===== src/rtl/uart_rx_ovs.sv =====
// rtl/uart_rx_ovs.sv - 16x oversampling UART receiver with error-flagged FWFT receive FIFO
module uart_rx_ovs #(
    parameter int FIFO_DEPTH = 16,
    parameter int DIV_W      = 16
) (
    input  logic                        clk,
    input  logic                        rst,
    input  logic                        cfg_en_i,
    input  logic [DIV_W-1:0]            cfg_div_i,
    input  logic [1:0]                  cfg_dbits_i,
    input  logic [1:0]                  cfg_parity_i,
    input  logic                        cfg_stop2_i,
    input  logic                        rx_i,
    output logic [7:0]                  rx_data_o,
    output logic                        rx_perr_o,
    output logic                        rx_ferr_o,
    output logic                        rx_brk_o,
    output logic                        rx_valid_o,
    input  logic                        rx_ready_i,
    output logic [$clog2(FIFO_DEPTH):0] fifo_cnt_o,
    output logic                        overrun_o,
    input  logic                        overrun_clr_i
);
    localparam int PTR_W = $clog2(FIFO_DEPTH);
    localparam int CNT_W = PTR_W + 1;

    typedef enum logic [2:0] {S_IDLE, S_START, S_DATA, S_PARITY, S_STOP} state_t;
    state_t state, state_nx;

    logic sync1, sync2, hist, fall;
    always_ff @(posedge clk) begin
        if (rst || !cfg_en_i) begin
            sync1 <= 1'b1;
            sync2 <= 1'b1;
            hist  <= 1'b1;
        end else begin
            sync1 <= rx_i;
            sync2 <= sync1;
            hist  <= sync2;
        end
    end
    assign fall = hist & ~sync2;

    // Oversample tick; idle keeps the counter at zero so it restarts aligned to the start edge
    logic [DIV_W-1:0] tick_cnt;
    logic             tick;
    assign tick = (state != S_IDLE) && (tick_cnt == cfg_div_i);
    always_ff @(posedge clk) begin
        if (rst || state == S_IDLE || tick) tick_cnt <= '0;
        else                                tick_cnt <= tick_cnt + DIV_W'(1);
    end

    logic [3:0] sub_cnt;
    logic       s7, s8, maj, at_mid, at_end;
    always_ff @(posedge clk) begin
        if (rst || state == S_IDLE) begin
            sub_cnt <= 4'd0;
            s7      <= 1'b1;
            s8      <= 1'b1;
        end else if (tick) begin
            sub_cnt <= sub_cnt + 4'd1;
            if (sub_cnt == 4'd7) s7 <= sync2;
            if (sub_cnt == 4'd8) s8 <= sync2;
        end
    end
    assign maj    = (s7 & s8) | (s7 & sync2) | (s8 & sync2);
    assign at_mid = tick && (sub_cnt == 4'd9);
    assign at_end = tick && (sub_cnt == 4'd15);

    logic [2:0] bit_cnt;
    logic [7:0] data_r;
    logic       par_bit, stop0_r, ferr_r, stop_idx;
    logic       par_en, last_data, last_stop, push_req;
    assign par_en    = cfg_parity_i[0] ^ cfg_parity_i[1];
    assign last_data = (bit_cnt == ({1'b0, cfg_dbits_i} + 3'd4));
    assign last_stop = (stop_idx == cfg_stop2_i);

    always_ff @(posedge clk) begin
        if (rst || state == S_IDLE) begin
            bit_cnt  <= 3'd0;
            data_r   <= 8'h00;
            par_bit  <= 1'b0;
            stop0_r  <= 1'b1;
            ferr_r   <= 1'b0;
            stop_idx <= 1'b0;
        end else if (tick) begin
            case (state)
                S_DATA: begin
                    if (sub_cnt == 4'd9)  data_r[bit_cnt] <= maj;
                    if (sub_cnt == 4'd15) bit_cnt <= bit_cnt + 3'd1;
                end
                S_PARITY: if (sub_cnt == 4'd9) par_bit <= maj;
                S_STOP: begin
                    if (sub_cnt == 4'd9) begin
                        if (!maj)      ferr_r  <= 1'b1;
                        if (!stop_idx) stop0_r <= maj;
                    end
                    if (sub_cnt == 4'd15) stop_idx <= 1'b1;
                end
                default: ;
            endcase
        end
    end

    always_ff @(posedge clk) begin
        if (rst) state <= S_IDLE;
        else     state <= state_nx;
    end

    always_comb begin
        state_nx = state;
        if (!cfg_en_i) begin
            state_nx = S_IDLE;
        end else begin
            case (state)
                S_IDLE:   if (fall) state_nx = S_START;
                S_START:  if (at_mid && maj) state_nx = S_IDLE;
                          else if (at_end) state_nx = S_DATA;
                S_DATA:   if (at_end && last_data) state_nx = par_en ? S_PARITY : S_STOP;
                S_PARITY: if (at_end) state_nx = S_STOP;
                S_STOP:   if (at_mid && last_stop) state_nx = S_IDLE;
                          else if (at_end) state_nx = S_STOP;
                default:  state_nx = S_IDLE;
            endcase
        end
    end

    always_comb begin
        push_req = 1'b0;
        if (cfg_en_i && state == S_STOP && at_mid && last_stop) push_req = 1'b1;
    end

    // The last stop sample is still in flight at push time, so fold it in combinationally
    logic        stop0_now, ferr_now, perr_now, brk_now, exp_par;
    logic [10:0] entry;
    assign stop0_now = stop_idx ? stop0_r : maj;
    assign ferr_now  = ferr_r | ~maj;
    assign exp_par   = (^data_r) ^ cfg_parity_i[1];
    assign perr_now  = par_en & (par_bit != exp_par);
    assign brk_now   = (data_r == 8'h00) & ~(par_en & par_bit) & ~stop0_now;
    assign entry     = {brk_now, ferr_now, perr_now, data_r};

    logic [10:0]      mem [FIFO_DEPTH];
    logic [PTR_W-1:0] wr_ptr, rd_ptr;
    logic [CNT_W-1:0] cnt;
    logic             full, pop, do_push;
    assign full    = (cnt == CNT_W'(FIFO_DEPTH));
    assign pop     = rx_valid_o && rx_ready_i;
    assign do_push = push_req && (!full || pop);

    always_ff @(posedge clk) begin
        if (do_push) mem[wr_ptr] <= entry;
    end

    always_ff @(posedge clk) begin
        if (rst) begin
            wr_ptr    <= '0;
            rd_ptr    <= '0;
            cnt       <= '0;
            overrun_o <= 1'b0;
        end else begin
            if (do_push) wr_ptr <= wr_ptr + PTR_W'(1);
            if (pop)     rd_ptr <= rd_ptr + PTR_W'(1);
            if (do_push && !pop)      cnt <= cnt + CNT_W'(1);
            else if (pop && !do_push) cnt <= cnt - CNT_W'(1);
            if (push_req && full && !pop) overrun_o <= 1'b1;
            else if (overrun_clr_i)       overrun_o <= 1'b0;
        end
    end

    logic [10:0] head;
    assign head       = mem[rd_ptr];
    assign rx_valid_o = (cnt != '0);
    assign fifo_cnt_o = cnt;
    assign rx_data_o  = rx_valid_o ? head[7:0] : 8'h00;
    assign rx_perr_o  = rx_valid_o & head[8];
    assign rx_ferr_o  = rx_valid_o & head[9];
    assign rx_brk_o   = rx_valid_o & head[10];
endmodule


===== config.mk =====
export PLATFORM = sky130hd
export DESIGN_NAME = uart_rx_ovs
export DESIGN_NICKNAME = d
export VERILOG_FILES = /design/src/rtl/uart_rx_ovs.sv
export SDC_FILE = /design/constraint.sdc
export NUM_CORES = 1
export LEC_CHECK = 0
export BUFFER_PORTS_ARGS = -buffer_cell sky130_fd_sc_hd__buf_4
export CELL_PAD_IN_SITES_DETAIL_PLACEMENT = 0
export CELL_PAD_IN_SITES_GLOBAL_PLACEMENT = 1
export CORE_ASPECT_RATIO = 2
export CORE_MARGIN = 2
export CORE_UTILIZATION = 50
export CTS_BUF_LIST = sky130_fd_sc_hd__clkbuf_4 sky130_fd_sc_hd__clkbuf_8
export CTS_CLUSTER_DIAMETER = 80
export DETAILED_ROUTE_END_ITERATION = 8
export GPL_TIMING_DRIVEN = 0
export PLACE_DENSITY = 0.87
export SKIP_LAST_GASP = 1
export SLEW_MARGIN = 10
export SYNTH_ARGS = -nofsm -noshare
export SYNTH_HDL_FRONTEND = slang
export SYNTH_SLANG_ARGS = --single-unit

===== constraint.sdc =====
create_clock -name clk -period 6.8 [get_ports clk]
set_clock_uncertainty 0.05 [all_clocks]
set_input_delay 0.68 -clock clk [delete_from_list [all_inputs] [get_ports clk]]
set_output_delay 0.68 -clock clk [all_outputs]
set_load 0.03 [all_outputs]

==> flow_summary.toml <==
[cts]
clockBufferDepth = 3
cts_resized = 0
post_cts_buffers = 0
clock_latency_ns = 0.57
cts_htree_levels = 1
cts_tree = "built"
clock_sinks = 237
cts_made_buffers = 31
cts.clk_slew.worst_paths_ns = 0.07
holdBufCountCts = 0
clock-root-buffer = "clkbuf_8"

[hold_path]
hp-class = "primary input to flop"
min_from = "rx_i"
hold_depth = 2
worstHoldEndpoint = "sync1$_SDFF_PP1_"

[route]
ant_nets = 0
wl_per_cell_um = 21.2
vias = 6051
finalWirelength_um = 22500
drc = 0
drt_iter0_drc = 416
drt-pass1-iter-count = 5
routed_via_density = 5.70

[floorplan]
die_w_um = 105
initial_core_util = 0.505
io_pins = 45
row_count = 74
die_h_um = 206
fp.coreArea_um2 = 20300
die-area_um2 = 21700

[timing]
fmax_ghz = 0.253
period_share = 0.581
fin_tns_setup_ns = 0
max_slew_margin = 0.0961
worst_pin_slew_ns = 1.35
setup_viol = 0
rsz0062_at_grt = "no"
finalHoldViolCount = 0
finalMaxSlewViolations = 0
finalCriticalPeriod_ns = 3.95

[synthesis]
synthMuxAreaShare = 0.140
synth_nets = 734
synth_compound_area_frac = 0.0315
synth-seq-cells = 237
synth_ff_type = "edfxtp_1"
ys_async_sr_fraction = 0
synthAdderAreaFrac = 0.0249
synth_xor_area_frac = 0.0376
synth_edf_count = 176
synth_cell_types = 55
avgSynthCellArea_um2 = 14.9
yosysWarnings = 0
syn_area_um2 = 10200
synth_top_family_by_area = "multiplexers"
yosys.area_share.simple = 0.107
synthCells = 688
ys_seq_area_frac = 0.636

[pwr]
power_mw = 2.69
powerDensity_nw_per_um2 = 230
peakVddDrop_uv = 150
cellLeakagePower_nw = 4.12

[global_routing]
grt_pass1_wl_um = 35000
antenna_found_initial = 0
gr-usage-met2 = 0.423
grt_max_degree = 19
grt_overflow = 0
track_usage = 0.214
grt_use_met1 = 0.205
grt_pass1_vias = 6496
busiest_layer = "met2"
use_met3 = 0.0271

[final_layout]
final_common_cell = "edfxtp_1"
layout_common_cells = "176 x edfxtp_1, 61 x dfxtp_1, 55 x mux4_2, 47 x nor2_1, 44 x buf_4"
antenna_cells = 0
fillers = 1574
final_nets = 819
drive_gt1_frac = 0.240
fin_area_um2 = 11700
syn2layout_area_growth_pct = 14.5

[worst_setup_path]
r2r-start = "tick_cnt[2]$_SDFF_PP0_"
path_class = "flop to output pin"
reg2reg_setup_slack_ns = 2.94
worstPathRequired_ns = 6.07
worstSetupStartpointType = "flop"
cp_data_arrival_time_ns = 3.22
r2r-end = "fifo_cnt_o[4]$_SDFFE_PP0P_"
cp-end-kind = "output pin"
critPathMaxFanout = 10
r2r_cells = 14

[placement]
dp_hpwl_um = 16500
portBuffers = 44
globalplace.congestion = 0.927
placed_cell_area_um2 = 11000

[run_status]
status = "finished clean"

[job]
drv_cap = 0
## flip-flops by register name, summed over array words and instances, names as in the netlist, 3 cells and up, named ones only
signal and flops:
fifo_cnt_o 5, data_r 8, bit_cnt 3, rd_ptr 4
tick_cnt 16, sub_cnt 4, wr_ptr 4, state 3
mem 176
## layout make-up
cell class	instances	area (um^2)	share of cell area
plain buffers	37	155	0.0132
clock buffers	43	536	0.0457
clock inverters	13	146	0.0125
inverters	22	82.6	0.00705
multi-input cells	392	3540	0.302
flip-flops and latches	237	6510	0.555
well taps	266	333	0.0284
repair buffers	52	420	0.0359
## layer usage
metal / routed length [um] / up-vias
met4: 1310 / 0
met1: 7290 / 2974
li1: - / 2798
met5: 0 / -
met2: 12900 / 206
met3: 1010 / 73
## power breakdown
part	switching (mW)	leakage (nW)	internal [mW]	total (mW)
Sequential	0.000259	2.40	1.53	1.53
Clock	0.507	0.345	0.625	1.13
Combinational	0.0133	1.37	0.0151	0.0285
Total	0.521	4.12	2.17	2.69
## how the worst max path moves through the flow
| stage | start | end |
|---|---|---|
| global route | tick_cnt[2]$_SDFF_PP0_ | fifo_cnt_o[4]$_SDFFE_PP0P_ |
| finish | flop | rx_brk_o |
| CTS | flop | rx_brk_o |
| global placement | cfg_div_i[14] | mem[4][0]$_DFFE_PP_ |
| detailed placement | cfg_div_i[14] | fifo_cnt_o[4]$_SDFFE_PP0P_ |
| floorplan | cfg_div_i[14] | fifo_cnt_o[4]$_SDFFE_PP0P_ |
## logic make-up (layout without fill, tap and decap cells)
family                     Yosys count  after routing
DFF                                237            237
and+or+nand+nor                    205            205
muxes                               74             74
buffers and inverters               59            167
AOI/OAI and AO/OA                   49             49
xor gates and xnor gates            44             44
adders and majority gates           20             20
## metrics by stage
step / std cells / hold slack [ns] / util / setup WS (ns)
after global routing: 1062 / 0.242 / 0.578 / 2.46
after CTS: 1062 / 0.215 / 0.578 / 2.73
final: 1062 / 0.243 / 0.578 / 2.85
after floorplan: 688 / 0.336 / - / 3.31
after detailed placement: 1006 / 0.352 / 0.544 / 2.44
after global placement: 998 / 0.341 / 0.538 / 1.96
## worst max-delay path, stage by stage, from the launching register on
cell and delay (ns):
dfxtp_1 0.31, clkbuf_1 0.43, buf_2 0.48, mux4_2 0.60, mux4_2 0.48, and2_1 0.18, buf_4 0.17
## cell usage after synthesis, types with 2 or more instances
cell	instances	area, um^2
xnor2_1	25	219
nor2b_1	4	25.0
xor2_1	19	166
nor2_1	47	176
a21o_1	3	22.5
ha_1	18	225
a41o_1	3	30.0
inv_1	21	78.8
edfxtp_1	176	5290
nor4b_1	4	35.0
a21oi_1	14	70.1
o31ai_1	2	15.0
a31oi_1	4	25.0
nand3b_1	4	30.0
or3_1	6	37.5
nor3_1	17	85.1
mux2_2	2	22.5
mux4_2	55	1240
dfxtp_1	61	1220
nand2b_1	9	56.3
buf_1	4	15.0
nand4_1	15	93.8
nor3_2	8	80.1
nand2_1	33	124
mux2i_1	17	170
o41ai_1	2	17.5
and3_1	7	43.8
buf_2	7	35.0
clkbuf_1	25	93.8
nand3_1	23	115
nor4_1	8	50.1
o2bb2ai_1	2	17.5
and2_1	12	75.1
o21ai_0	9	45.0
o211ai_1	2	15.0
Power figures use the tool's default switching activity.
